$ cat src/rtl/serializador_if.sv
// Parallel producer / serial receiver signal bundle for serializador.
// The slave modport is the serializer's view; master is the producer/receiver side.
interface serializador_if;
    logic [7:0] data_in;
    logic       write_in;
    logic       status_out;
    logic       empty_out;
    logic       overflow_out;
    logic       data_out;
    logic       write_out;
    logic       status_in;
    logic       err_out;

    modport slave (
        input  data_in, write_in, status_in,
        output status_out, empty_out, overflow_out, data_out, write_out, err_out
    );

    modport master (
        output data_in, write_in, status_in,
        input  status_out, empty_out, overflow_out, data_out, write_out, err_out
    );
endinterface

$ cat src/rtl/serializador.sv
// serializador: byte FIFO feeding an MSB-first bit-serial link, one busy/idle handshake per byte.
// Define SER_TIMEOUT_EN to add a watchdog on the handshake wait states (err_out pulse).
module serializador #(
    parameter int unsigned DEPTH   = 4,
    parameter int unsigned TIMEOUT = 1023
) (
    input logic           clk_100KHz,
    input logic           reset,
    serializador_if.slave ser
);
    localparam int unsigned AW = $clog2(DEPTH);

    typedef logic [AW:0]   cnt_t;
    typedef logic [AW-1:0] ptr_t;
    typedef enum logic [1:0] {IDLE, SHIFT, WAIT_HI, WAIT_LO} state_t;

    state_t     state_q, state_d;
    logic [7:0] mem [DEPTH];
    ptr_t       wr_ptr_q, wr_ptr_d;
    ptr_t       rd_ptr_q, rd_ptr_d;
    cnt_t       count_q, count_d;
    logic [7:0] shreg_q, shreg_d;
    logic [2:0] bitcnt_q, bitcnt_d;
    logic       push, pop;
    logic [7:0] head;

    logic status_q, status_d;
    logic empty_q, empty_d;
    logic overflow_q, overflow_d;
    logic data_q, data_d;
    logic write_q, write_d;

`ifdef SER_TIMEOUT_EN
    localparam int unsigned WW = $clog2(TIMEOUT + 1);
    logic [WW-1:0] wait_q, wait_d, wait_inc;
    logic          wait_expired;
    logic          err_q, err_d;

    assign wait_inc     = wait_q + 1'b1;
    assign wait_expired = (wait_inc == WW'(TIMEOUT));
`else
    logic [31:0] unused_timeout;
    assign unused_timeout = TIMEOUT;
`endif

    assign head = mem[rd_ptr_q];

    always_comb begin
        state_d    = state_q;
        shreg_d    = shreg_q;
        bitcnt_d   = bitcnt_q;
        write_d    = 1'b0;
        data_d     = 1'b0;
`ifdef SER_TIMEOUT_EN
        wait_d     = '0;
        err_d      = 1'b0;
`endif
        // The pop decision feeds the push-when-full rule, so it is resolved first.
        pop        = (state_q == IDLE) && (count_q != '0) && !ser.status_in;
        push       = ser.write_in && ((count_q != cnt_t'(DEPTH)) || pop);
        wr_ptr_d   = wr_ptr_q + ptr_t'(push);
        rd_ptr_d   = rd_ptr_q + ptr_t'(pop);
        count_d    = count_q + cnt_t'(push) - cnt_t'(pop);

        case (state_q)
            IDLE: begin
                if (pop) begin
                    // Bit 7 leaves on the pop edge; the register keeps the remaining seven.
                    write_d  = 1'b1;
                    data_d   = head[7];
                    shreg_d  = {head[6:0], 1'b0};
                    bitcnt_d = '0;
                    state_d  = SHIFT;
                end
            end
            SHIFT: begin
                if (bitcnt_q == 3'd7) begin
                    state_d = WAIT_HI;
                end else begin
                    write_d  = 1'b1;
                    data_d   = shreg_q[7];
                    shreg_d  = {shreg_q[6:0], 1'b0};
                    bitcnt_d = bitcnt_q + 3'd1;
                end
            end
            WAIT_HI: begin
                if (ser.status_in) begin
                    state_d = WAIT_LO;
                end
`ifdef SER_TIMEOUT_EN
                else if (wait_expired) begin
                    err_d   = 1'b1;
                    state_d = IDLE;
                end else begin
                    wait_d = wait_inc;
                end
`endif
            end
            WAIT_LO: begin
                if (!ser.status_in) begin
                    state_d = IDLE;
                end
`ifdef SER_TIMEOUT_EN
                else if (wait_expired) begin
                    err_d   = 1'b1;
                    state_d = IDLE;
                end else begin
                    wait_d = wait_inc;
                end
`endif
            end
            default: state_d = IDLE;
        endcase

        status_d   = (count_d == cnt_t'(DEPTH));
        empty_d    = (count_d == '0) && (state_d == IDLE);
        overflow_d = ser.write_in && !push;
    end

    always_ff @(posedge clk_100KHz) begin
        if (push && !reset) begin
            mem[wr_ptr_q] <= ser.data_in;
        end
    end

    always_ff @(posedge clk_100KHz) begin
        if (reset) begin
            state_q    <= IDLE;
            wr_ptr_q   <= '0;
            rd_ptr_q   <= '0;
            count_q    <= '0;
            shreg_q    <= '0;
            bitcnt_q   <= '0;
            status_q   <= 1'b0;
            empty_q    <= 1'b1;
            overflow_q <= 1'b0;
            data_q     <= 1'b0;
            write_q    <= 1'b0;
        end else begin
            state_q    <= state_d;
            wr_ptr_q   <= wr_ptr_d;
            rd_ptr_q   <= rd_ptr_d;
            count_q    <= count_d;
            shreg_q    <= shreg_d;
            bitcnt_q   <= bitcnt_d;
            status_q   <= status_d;
            empty_q    <= empty_d;
            overflow_q <= overflow_d;
            data_q     <= data_d;
            write_q    <= write_d;
        end
    end

`ifdef SER_TIMEOUT_EN
    always_ff @(posedge clk_100KHz) begin
        if (reset) begin
            wait_q <= '0;
            err_q  <= 1'b0;
        end else begin
            wait_q <= wait_d;
            err_q  <= err_d;
        end
    end

    assign ser.err_out = err_q;
`else
    assign ser.err_out = 1'b0;
`endif

    assign ser.status_out   = status_q;
    assign ser.empty_out    = empty_q;
    assign ser.overflow_out = overflow_q;
    assign ser.data_out     = data_q;
    assign ser.write_out    = write_q;
endmodule
$ cat src/flat_wrapper.sv
// flat-port wrapper written by rule: the top's interface ports become plain ports
module serializador_flat 
#(
    parameter int unsigned DEPTH   = 4,
    parameter int unsigned TIMEOUT = 1023
)
  (clk_100KHz, reset, ser_data_in, ser_write_in, ser_status_in, ser_status_out, ser_empty_out, ser_overflow_out, ser_data_out, ser_write_out, ser_err_out);
  serializador_if ser_i ();
  input logic clk_100KHz;
  input logic reset;
  input wire logic [$bits(ser_i.data_in)-1:0] ser_data_in;
  input wire logic [$bits(ser_i.write_in)-1:0] ser_write_in;
  input wire logic [$bits(ser_i.status_in)-1:0] ser_status_in;
  output wire logic [$bits(ser_i.status_out)-1:0] ser_status_out;
  output wire logic [$bits(ser_i.empty_out)-1:0] ser_empty_out;
  output wire logic [$bits(ser_i.overflow_out)-1:0] ser_overflow_out;
  output wire logic [$bits(ser_i.data_out)-1:0] ser_data_out;
  output wire logic [$bits(ser_i.write_out)-1:0] ser_write_out;
  output wire logic [$bits(ser_i.err_out)-1:0] ser_err_out;
  assign ser_i.data_in = ser_data_in;
  assign ser_i.write_in = ser_write_in;
  assign ser_i.status_in = ser_status_in;
  assign ser_status_out = ser_i.status_out;
  assign ser_empty_out = ser_i.empty_out;
  assign ser_overflow_out = ser_i.overflow_out;
  assign ser_data_out = ser_i.data_out;
  assign ser_write_out = ser_i.write_out;
  assign ser_err_out = ser_i.err_out;
  serializador #(.DEPTH(DEPTH), .TIMEOUT(TIMEOUT)) u_core (.clk_100KHz(clk_100KHz), .reset(reset), .ser(ser_i));
endmodule
$ cat config.mk
export PLATFORM = sky130hd
export DESIGN_NAME = serializador_flat
export DESIGN_NICKNAME = d
export VERILOG_FILES = /design/src/rtl/serializador_if.sv /design/src/rtl/serializador.sv /design/src/flat_wrapper.sv
export SDC_FILE = /design/constraint.sdc
export NUM_CORES = 1
export LEC_CHECK = 0
export ABC_AREA = 1
export BUFFER_PORTS_ARGS = -buffer_cell sky130_fd_sc_hd__buf_2
export CAP_MARGIN = 25
export CORE_ASPECT_RATIO = 1.2
export CORE_MARGIN = 1.5
export CORE_UTILIZATION = 35
export DETAILED_ROUTE_END_ITERATION = 10
export PLACE_DENSITY = 0.56
export SLEW_MARGIN = 30
export SYNTH_ARGS = -nofsm -noshare
export SYNTH_HDL_FRONTEND = slang
export SYNTH_SLANG_ARGS = --single-unit
$ cat constraint.sdc
create_clock -name clk_100KHz -period 2.5 [get_ports clk_100KHz]
set_input_delay 0.125 -clock clk_100KHz [delete_from_list [all_inputs] [get_ports clk_100KHz]]
set_output_delay 0.125 -clock clk_100KHz [all_outputs]
set_load 0.005 [all_outputs]
# Word-level counts from Yosys, hierarchy flattened

Memory sizes are Yosys's and may differ from the RTL's. A register that Yosys moved wholly into a read port is not among the register bits.
Cells that the tools add are included.

$add $sub $neg: 5
Multiply operators: 0
Bitwise gates (word level): 0
Equal/unequal tests: 8
Reductions and logical operators: 16
Shifts and indexed selects: 0
Mux-type cells: 20
Order comparisons: 0
Div/mod/pow operators: 0

Operators by type and width:

| kind                                                                     | count |
|---|---|
| 8-bit two-way mux                                                        | 2 |
| 8-bit one-hot mux with 2 select lines                                    | 1 |
| 2-bit two-way mux                                                        | 5 |
| 2-bit one-hot mux with 4 select lines                                    | 1 |
| 3-bit equality test (second input constant)                              | 2 |
| 1-bit logical AND                                                        | 6 |
| 1-bit two-way mux                                                        | 6 |
| 3-bit two-way mux                                                        | 2 |
| 3-bit one-hot mux with 2 select lines                                    | 1 |
| 2-bit by 1-bit adder with 2-bit output                                   | 2 |
| 2-bit equality test (second input constant)                              | 2 |
| 2-bit logical NOT                                                        | 2 |
| 1-bit one-hot mux with 2 select lines                                    | 2 |
| 3-bit by 1-bit adder with 3-bit output                                   | 1 |
| 3-bit by 1-bit adder with 3-bit output (second input constant)           | 1 |
| 1-bit logical NOT                                                        | 3 |
| 3-bit logical NOT                                                        | 1 |
| 3-bit inequality test (second input constant)                            | 1 |
| 3-bit AND reduction                                                      | 1 |
| 3-bit nonzero test                                                       | 1 |
| 3-bit by 1-bit subtractor with 3-bit output                              | 1 |
| 2-bit by 1-bit equality test with 1-bit output (second input constant)   | 1 |
| 2-bit by 1-bit inequality test with 1-bit output (second input constant) | 1 |
| 2-bit inequality test (second input constant)                            | 1 |
| 2 further kinds                                                          | 2 |

Bits in writable memories: 32
Bits of input ports: 12
Memories: 1
Register bits after elaboration: 25
Output and inout port bits: 6
Memory bits (read-only): 0
Latch bits: 0

Memories:

| name       | words | bits a word | rd ports | clocked after Yosys merged registers in | wr ports | line               | text |
|---|---|---|---|---|---|---|---|
| u_core.mem | 4     | 8           | 1        | 1                                       | 1        | serializador.sv:18 | `logic [7:0] mem [DEPTH];` |

# Depth between registers and ports, before layout

Gate-level depths: netlist (run 1).

Depth in word-level cells: 9
Gate-level depth with buffers: 14
Gate-level depth less buffers: 14

# Worst setup path after synthesis (run 1)

OpenSTA, ideal clock, no wires.

Kind: flip-flop to flip-flop
Start: register u_core.count_q[1]
End: register u_core.empty_q (netlist: u_core.ser.empty_out)
Data arrival time: 1.962 ns
Buffers on the path: 0
Period minus slack after synthesis: 2.026 ns
Cell stages (with the launch flop): 14
Path slack: 0.474 ns
Cells stage by stage: dfxtp_1 -> inv_1 -> nand3_1 -> nand2_2 -> inv_1 -> ha_1 -> inv_1 -> ha_1 -> fa_1 -> inv_1 -> nand2_1 -> o21ai_0 -> nand2_1 -> nor2_1

Longest elaborated chain between the ends: 9
Elaborated cells between the ends (all ways): 13
Classes of those cells: add/sub: 2; eq/ne: 1; mux: 2; reduce/logical: 8

Ends and longest elaborated chain:

| what                                          | line                | text |
|---|---|---|
| start, declared                               | serializador.sv:21  | `cnt_t count_q, count_d;` |
| start signal, assigned                        | serializador.sv:143 | `count_q <= count_d;` |
| 3-bit nonzero test                            | serializador.sv:59  | `pop = (state_q == IDLE) && (count_q != '0) && !ser.status_in;` |
| 1-bit logical AND (2 in series)               | serializador.sv:59  |  |
| 1-bit logical OR                              | serializador.sv:60  | `push = ser.write_in && ((count_q != cnt_t'(DEPTH)) \|\| pop);` |
| 1-bit logical AND                             | serializador.sv:60  |  |
| 3-bit by 1-bit adder with 3-bit output        | serializador.sv:63  | `count_d = count_q + cnt_t'(push) - cnt_t'(pop);` |
| 3-bit by 1-bit subtractor with 3-bit output * | serializador.sv:63  |  |
| via u_core.count_d[1]                         | serializador.sv:21  |  |
| 3-bit logical NOT *                           | serializador.sv:116 | `empty_d = (count_d == '0) && (state_d == IDLE);` |
| 1-bit logical AND *                           | serializador.sv:116 |  |
| end signal, assigned                          | serializador.sv:147 | `empty_q <= empty_d;` |
| end, declared                                 | serializador.sv:28  | `logic empty_q, empty_d;` |

The timed path passes the listed nets; every way through them passes the cells marked *.
A chain may end at the register's enable or synchronous reset.

# Worst setup path after layout (run 1)

Start: register u_core.count_q[1]
End: register u_core.empty_q (netlist: u_core.ser.empty_out)

Longest elaborated chain between the ends: 9
Elaborated cells between the ends (all ways): 13
Classes of those cells: add/sub: 2; eq/ne: 1; mux: 2; reduce/logical: 8

Ends and longest elaborated chain:

| what                                        | line |
|---|---|
| 3-bit nonzero test                          | serializador.sv:59 |
| 1-bit logical AND (2 in series)             | serializador.sv:59 |
| 1-bit logical OR                            | serializador.sv:60 |
| 1-bit logical AND                           | serializador.sv:60 |
| 3-bit by 1-bit adder with 3-bit output      | serializador.sv:63 |
| 3-bit by 1-bit subtractor with 3-bit output | serializador.sv:63 |
| 3-bit logical NOT                           | serializador.sv:116 |
| 1-bit logical AND *                         | serializador.sv:116 |

Mark *: on every way between the ends. The rest lies on a longest branch, timed or not.

==> results of run 1 <==
## worst max-delay path, cell delays in order, from the launching register on
cell and delay [ns]:
sky130_fd_sc_hd__dfxtp_1 0.32, sky130_fd_sc_hd__inv_1 0.10, sky130_fd_sc_hd__nand3_1 0.10, sky130_fd_sc_hd__nand2_2 0.08
sky130_fd_sc_hd__inv_1 0.07, sky130_fd_sc_hd__ha_1 0.28, sky130_fd_sc_hd__inv_1 0.04, sky130_fd_sc_hd__ha_1 0.20
sky130_fd_sc_hd__fa_1 0.38, sky130_fd_sc_hd__nand3b_1 0.17, sky130_fd_sc_hd__nand2_1 0.07, sky130_fd_sc_hd__nand2_1 0.07
sky130_fd_sc_hd__nand2_1 0.09, sky130_fd_sc_hd__nor2_1 0.03
## final cells by class
type / instances / area, sq um / area share, %
flip-flops and latches: 56 / 1441 / 52.84
multi-input cells: 173 / 827.0 / 30.32
repair buffers: 22 / 125.1 / 4.587
clock buffers: 8 / 122.6 / 4.495
well taps: 87 / 108.9 / 3.991
inverters: 26 / 102.6 / 3.761
## metrics by stage
| step | utilization (%) | std cells |
|---|---|---|
| 2_1_floorplan | - | 265 |
| 3_3_place_gp | 38.24 | 364 |
| 3_5_place_dp | 38.24 | 364 |
| 4_1_cts | 40.04 | 372 |
| 5_1_grt | 40.04 | 372 |
| 6_report | 40.04 | 372 |
## flip-flops by register name, indices dropped and copies added, names as in the netlist
name                     flops
u_core.ser.status_out        1
u_core.state_q               2
u_core.wr_ptr_q              2
u_core.ser.write_out         1
u_core.rd_ptr_q              2
u_core.ser.empty_out         1
u_core.ser.overflow_out      1
u_core.shreg_q               7
u_core.count_q               3
u_core.bitcnt_q              3
u_core.ser.data_out          1
u_core.mem                  32
## where the power goes
part | switching (W) | internal [W] | leakage, nW
clock network | 0.000288 | 0.000320 | 0.0618
logic | 0.000507 | 0.000313 | 0.655
registers | 0.0000950 | 0.00112 | 0.488
total | 0.000890 | 0.00175 | 1.20
## worst paths after layout
check,startpoint,end,slack [ns]
max,u_core.count_q[1]$_SDFF_PP0_,u_core.ser.empty_out$_SDFF_PP1_,0.39
min reg2reg,u_core.shreg_q[1]$_SDFFE_PP0P_,u_core.shreg_q[1]$_SDFFE_PP0P_,0.49
min,ser_data_in[4],u_core.mem[1][4]$_DFFE_PP_,0.03
max reg2reg,u_core.count_q[1]$_SDFF_PP0_,u_core.ser.empty_out$_SDFF_PP1_,0.39
## layout by cell type, fill, tap and decap left out
cell type and instances:
sky130_fd_sc_hd__nor2_1 33, sky130_fd_sc_hd__clkbuf_8 5, sky130_fd_sc_hd__ha_1 6, sky130_fd_sc_hd__edfxtp_1 32, sky130_fd_sc_hd__nand4_1 2, sky130_fd_sc_hd__nand2_2 3, sky130_fd_sc_hd__a21boi_2 1, sky130_fd_sc_hd__dfxtp_1 24
sky130_fd_sc_hd__nand3b_1 7, sky130_fd_sc_hd__xnor2_1 2, sky130_fd_sc_hd__buf_2 16, sky130_fd_sc_hd__nand3_1 16, sky130_fd_sc_hd__inv_4 2, sky130_fd_sc_hd__o21ai_0 3, sky130_fd_sc_hd__nand2_4 1, sky130_fd_sc_hd__nor2_2 2
sky130_fd_sc_hd__inv_1 23, sky130_fd_sc_hd__clkbuf_1 1, sky130_fd_sc_hd__buf_4 6, sky130_fd_sc_hd__a21oi_2 1, sky130_fd_sc_hd__a21oi_1 9, sky130_fd_sc_hd__nand2_1 85, sky130_fd_sc_hd__inv_2 1, sky130_fd_sc_hd__fa_1 1
sky130_fd_sc_hd__clkbuf_16 2, sky130_fd_sc_hd__conb_1 1
## layer usage
metal / wire, microns / part of all wire, % / vias to the layer above
met2: 2054 / 48 / 33
met4: 61 / 1.4 / 0
met3: 134 / 3.1 / 7
li1: - / - / 881
met1: 2037 / 48 / 747
met5: 0 / 0 / -
## logic make-up after synthesis
logic type / count (synthesis) / share of synthesized area [%]
compound gates: 14 / 3.244
xor+xnor: 2 / 0.7097
simple gates: 149 / 25.55
flops: 56 / 58.39
other cells: 1 / 0.1519
buf+inv: 36 / 8.109
fa+ha+maj: 7 / 3.852
==> out/qor.txt, run 1 <==
====================================================================================================
Wirelength per Cell ................................................................... 11.53 microns
Global routing usage on met2 ..........................................................       19.49%
FFs w/ async S/R, synth ...............................................................           0%
Average size of a mapped cell .........................................................  9.316 sq um
CP required ...........................................................................      2.72 ns
Post-CTS resize count .................................................................            0
Largest net degree at the start of global routing .....................................           19
GPL Wtd Cong ..........................................................................       0.7539
Yosys synthesis warning count .........................................................            0
Overall routed net length ............................................................. 4288 microns
Hpwl dp ............................................................................... 2940 microns
Diodes inserted .......................................................................            0
Gr busiest metal ......................................................................         met2
Finished Cell Area ....................................................................   2728 sq um
Startpoint-to-endpoint class of the critical path .....................................      reg2reg
Max Clock Skew ........................................................................   0.01798 ns
Hold Path Class .......................................................................       in2reg
Top-count cell post-synth ............................................................. sky130_fd_sc_hd__nand2_1
Headroom to the max-slew limit ........................................................       56.18%
H-tree lvl count ......................................................................            2
Final Hold Vio Count ..................................................................            0
Period Utilization, post-route ........................................................       84.38%
Clock-pin slew reported for the worst setup and hold paths after clock tree synthesis .      0.10 ns
Number of DRC markers in iteration 0 ..................................................          101
Layout Area Growth over Synthesis .....................................................       10.49%
Number of sinks driven by the clock tree ..............................................           56
Minimum clock period ..................................................................     2.109 ns
Net count after synthesis .............................................................          284
Hold Slack ............................................................................   0.03111 ns
Core region area ......................................................................   6813 sq um
Vias ..................................................................................         1668
Total chip power ......................................................................   0.002639 W
Layout fillers ........................................................................          672
Post-DP Area ..........................................................................   2605 sq um
Number of stages on the worst hold path ...............................................            1
Sequential element share of the synthesized area ......................................       58.39%
Setup violators final .................................................................            0
Smallest setup slack after layout .....................................................    0.3905 ns
Initial antenna violation count .......................................................            0
CTS buffer count ......................................................................            5
Hold buffer count at CTS ..............................................................            0
Number of global-route vias before repair .............................................         1494
First-pass iteration count of the detailed router .....................................            4
Die width ............................................................................. 79.67 microns
Proportion of layout cells with a drive suffix above 1 ................................       14.04%
Worst endpoint data arrival time ......................................................      2.33 ns
Setup crit start kind .................................................................         flop
Number of I/O pins ....................................................................           18
Overall fraction of global-route tracks in use ........................................       12.41%
Sum Neg Setup Slack ...................................................................         0 ns
#FFs+latches synth ....................................................................           56
Rows ..................................................................................           33
Main synth FF type .................................................................... sky130_fd_sc_hd__edfxtp_1
Highest attainable clock frequency ....................................................    474.1 MHz
Count of nets after finishing .........................................................          303
Wire length of the first global-routing pass .......................................... 7176 microns
Vertical die dimension ................................................................   95 microns
Met3 GRT Util .........................................................................       2.705%
Minimum setup slack after placement ...................................................    0.4189 ns
Count of mapped cells out of synthesis ................................................          265
TritonCTS clock tree ..................................................................         done
Sort of element at the end of the critical path .......................................         flop
Root cell of the clock tree ........................................................... sky130_fd_sc_hd__clkbuf_8
Area of the die .......................................................................   7568 sq um
Top area cells in the synthesized netlist ............................................. sky130_fd_sc_hd__edfxtp_1, sky130_fd_sc_hd__dfxtp_1, sky130_fd_sc_hd__nand2_1, sky130_fd_sc_hd__nor2_1, sky130_fd_sc_hd__inv_1
Result of the run .....................................................................    completed
Largest buffer count on any clock path ................................................            2
Crit-path max FO ......................................................................            4
Total of max-cap violations ...........................................................            0
Post-route DRC violation count ........................................................            0
Number of setup buffers added after CTS ...............................................            0
Top post-synthesis cells by count ..................................................... sky130_fd_sc_hd__nand2_1, sky130_fd_sc_hd__nor2_1, sky130_fd_sc_hd__edfxtp_1
Remaining antenna violation count after routing .......................................            0
Peak supply drop ......................................................................  0.0003112 V
Area fraction of the dominant cell type after synthesis ...............................       38.93%
Tightest Pin Transition ...............................................................    0.6564 ns
Static Leakage ........................................................................     1.204 nW
Input/output buffers ..................................................................           16
Initial core utilization ..............................................................       36.24%
Post-synth EDFFs ......................................................................           32
Met1 usage ............................................................................       16.63%
Pwr per Cell Area ..................................................................... 967.3 nW/um^2
Cells on worst reg2reg path ...........................................................           13
Synthesized area ......................................................................   2469 sq um
Post-synthesis cell type with the largest combined area ............................... sky130_fd_sc_hd__edfxtp_1
GR Overflow Total .....................................................................            0
Distinct cell type count after synthesis ..............................................           24
Final-report max-slew violation count .................................................            0
RSZ-0062 raised after global routing ..................................................           no
Clock insertion delay at the later pin of the skew report .............................      0.31 ns
Vias per cell .........................................................................        4.484
====================================================================================================
(Power assumes the default switching activity.)
==> inputs of run 2 (changes only) <==
--- a/config.mk
+++ b/config.mk
@@ -12,7 +12,7 @@
 export CORE_MARGIN = 1.5
 export CORE_UTILIZATION = 35
 export DETAILED_ROUTE_END_ITERATION = 10
-export PLACE_DENSITY = 0.56
+export PLACE_DENSITY = 0.58
 export SLEW_MARGIN = 30
 export SYNTH_ARGS = -nofsm -noshare
 export SYNTH_HDL_FRONTEND = slang
==> constraint.sdc (replaced) <==
create_clock -name clk_100KHz -period 1.8 [get_ports clk_100KHz]
set_input_delay 0.09 -clock clk_100KHz [delete_from_list [all_inputs] [get_ports clk_100KHz]]
set_output_delay 0.09 -clock clk_100KHz [all_outputs]
set_load 0.005 [all_outputs]
==> out/qor.txt, run 2 (synthesized netlist as in run 1, its figures left out) <==
====================================================================================================
Result of the run ..................................................................... finished with violations
Violations in the final reports ....................................................... setup timing
First-pass iteration count of the detailed router .....................................            4
Overall fraction of global-route tracks in use ........................................       12.87%
Remaining antenna violation count after routing .......................................            0
Layout Area Growth over Synthesis .....................................................       20.53%
Startpoint-to-endpoint class of the critical path .....................................      reg2reg
Rows ..................................................................................           33
RSZ-0062 raised after global routing ..................................................          yes
Total chip power ......................................................................   0.003938 W
Switching part of the total ...........................................................       33.65%
Slowest stage cell, crit path ......................................................... sky130_fd_sc_hd__fa_2
Final Hold Vio Count ..................................................................            0
Root cell of the clock tree ........................................................... sky130_fd_sc_hd__clkbuf_8
Max Clock Skew ........................................................................   0.01391 ns
Power spent charging and discharging nets .............................................   0.001325 W
Hold Slack ............................................................................   0.01481 ns
Sum Neg Setup Slack ...................................................................   -0.2052 ns
Initial core utilization ..............................................................       36.24%
Static Leakage ........................................................................     1.320 nW
Vertical die dimension ................................................................   95 microns
Sort of element at the end of the critical path .......................................         flop
Number of I/O pins ....................................................................           18
Clock-pin slew reported for the worst setup and hold paths after clock tree synthesis .      0.10 ns
Largest registers ..................................................................... u_core.mem (32), u_core.shreg_q (7)
Input/output buffers ..................................................................           16
Count of nets after finishing .........................................................          329
Number of global-route vias before repair .............................................         1636
Top register by number of flip-flops ..................................................   u_core.mem
Proportion of layout cells with a drive suffix above 1 ................................       24.12%
Number of cells in the finished layout apart from fillers .............................          398
Final-report max-slew violation count .................................................            0
Clock insertion delay at the later pin of the skew report .............................      0.31 ns
Highest attainable clock frequency ....................................................    524.6 MHz
Core region area ......................................................................   6813 sq um
Setup slack, reg-to-reg ...............................................................     -0.11 ns
Part of the total power dissipated in combinational logic .............................        37.8%
Smallest setup slack after layout .....................................................   -0.1062 ns
Setup violators final .................................................................            4
GR Overflow Total .....................................................................            0
Number of sinks driven by the clock tree ..............................................           56
Wire length of the first global-routing pass .......................................... 7472 microns
Crit-path most repeated cell .......................................................... sky130_fd_sc_hd__inv_2
Stage delay of the slowest cell on the critical path ..................................      0.53 ns
Post-route DRC violation count ........................................................            0
Share of power burned in registers ....................................................        41.7%
TritonCTS clock tree ..................................................................         done
Minimum clock period ..................................................................     1.906 ns
GPL Wtd Cong ..........................................................................       0.7725
Period Utilization, post-route ........................................................       105.9%
Hpwl dp ............................................................................... 3136 microns
Layout fillers ........................................................................          667
Number of flip-flops under the largest register name ..................................           32
Initial antenna violation count .......................................................            0
Total of max-cap violations ...........................................................            0
Pwr per Cell Area ..................................................................... 1323 nW/um^2
Most common cell after layout, fill and taps aside .................................... sky130_fd_sc_hd__nand2_1
Overall routed net length ............................................................. 4447 microns
Number of buffers and inverters on the critical path ..................................            4
Hold Path Class .......................................................................       in2reg
Setup crit start kind .................................................................         flop
Cells along the critical path ......................................................... inv_2 -> nand3_2 -> nand2_2 -> inv_2 -> ha_4 -> inv_4 -> ha_4 -> fa_2 -> inv_2 -> nand2_2 -> o21ai_1 -> nand2_1 -> nor2_1
Vias ..................................................................................         1744
Placed cells ..........................................................................          381
Die width ............................................................................. 79.67 microns
Diodes inserted .......................................................................            0
CTS buffer count ......................................................................            5
Largest buffer count on any clock path ................................................            2
Peak supply drop ......................................................................  0.0006287 V
Worst endpoint data arrival time ......................................................      2.13 ns
Wirelength per Cell ................................................................... 11.17 microns
Commonest cells after routing, fill and taps aside .................................... sky130_fd_sc_hd__nand2_1, sky130_fd_sc_hd__nor2_1, sky130_fd_sc_hd__edfxtp_1, sky130_fd_sc_hd__buf_4, sky130_fd_sc_hd__dfxtp_1
Cell Int Power ........................................................................   0.002613 W
CP required ...........................................................................      2.02 ns
Area of the die .......................................................................   7568 sq um
Top delay family on crit path .........................................................  adder cells
H-tree lvl count ......................................................................            2
Crit-path max FO ......................................................................            2
Largest net degree at the start of global routing .....................................           17
Vias per cell .........................................................................        4.382
Share of power burned in the clock network ............................................        20.4%
Number of DRC markers in iteration 0 ..................................................           71
====================================================================================================
==> run 2: changes by cell type in the layout (fill, tap and decap cells not counted), moves of 4 or more <==
cell	delta
sky130_fd_sc_hd__dfxtp_2	+4
sky130_fd_sc_hd__inv_1	-6
sky130_fd_sc_hd__buf_4	+18
sky130_fd_sc_hd__dfxtp_1	-4
sky130_fd_sc_hd__dlygate4sd3_1	+8
sky130_fd_sc_hd__inv_2	+5
==> run 2: final timing paths <==
kind	start	end	cells after the start
max reg2reg	u_core.count_q[0]$_SDFF_PP0_	u_core.ser.empty_out$_SDFF_PP1_	13
max	u_core.count_q[0]$_SDFF_PP0_	u_core.ser.empty_out$_SDFF_PP1_	13
min	ser_write_in	u_core.ser.overflow_out$_SDFF_PP0_	3
min reg2reg	u_core.shreg_q[7]$_SDFFE_PP0P_	u_core.ser.data_out$_SDFF_PP0_	2
==> run 2: cell type report <==
class	instances	area (sq um)	area share [%]
Sequential cell	56	1446	48.61
Multi-Input combinational cell	173	867.1	29.14
Timing Repair Buffer	48	340.3	11.44
Tap cell	87	108.9	3.659
Inverter	26	105.1	3.532
Clock buffer	6	72.57	2.439
Clock inverter	2	35.03	1.177
==> run 2: per-layer routing <==
layer  vias to the layer above  share of wire [%]  routed length, microns  GRT usage (%)
li1                        933                  -                       -              -
met1                       785                 49                    2168          16.14
met2                        20                 47                    2099          22.10
met3                         6                2.7                     122          2.705
met4                         0                1.3                      56          3.947
met5                         -                  0                       0              0
==> run 2: repair_timing <==
| action | in CTS | in global routing |
|---|---|---|
| hold endpoints to repair | 28 | 2 |
| hold buffers | 7 | 1 |
| buffers inserted | 1 | 0 |
| resized for setup | 5 | 3 |
| setup endpoints to repair | 4 | 5 |
| pin swaps | 5 | 3 |
==> run 2: worst reg2reg max path, cell delays in order, from the launching register on <==
cell,delay [ns]
sky130_fd_sc_hd__dfxtp_2,0.34
sky130_fd_sc_hd__inv_2,0.06
sky130_fd_sc_hd__nand3_2,0.08
sky130_fd_sc_hd__nand2_2,0.08
sky130_fd_sc_hd__inv_2,0.05
sky130_fd_sc_hd__ha_4,0.26
sky130_fd_sc_hd__inv_4,0.03
sky130_fd_sc_hd__ha_4,0.14
sky130_fd_sc_hd__fa_2,0.53
sky130_fd_sc_hd__inv_2,0.04
sky130_fd_sc_hd__nand2_2,0.05
sky130_fd_sc_hd__o21ai_1,0.05
sky130_fd_sc_hd__nand2_1,0.06
sky130_fd_sc_hd__nor2_1,0.03
==> run 2: per-stage QoR <==
step / area [sq um] / setup WS (ns) / utilization [%]
6_report: 2975 / -0.1062 / 43.67
5_1_grt: 2975 / -0.1876 / 43.67
4_1_cts: 2959 / -0.1010 / 43.43
3_5_place_dp: 2764 / -0.1315 / 40.57
3_3_place_gp: 2764 / -0.08621 / 40.57
2_1_floorplan: 2500 / -0.1261 / -
==> run 2: power by group through the flow <==
stage | Sequential, W | Clock, W | Combinational, W
finish | 0.00164 | 0.000804 | 0.00149
global route | 0.00167 | 0.000869 | 0.00171
CTS | 0.00164 | 0.000828 | 0.00149
detailed placement | 0.00167 | 0 | 0.00144
global placement | 0.00166 | 0 | 0.00141
floorplan | 0.00165 | 0 | 0.00110
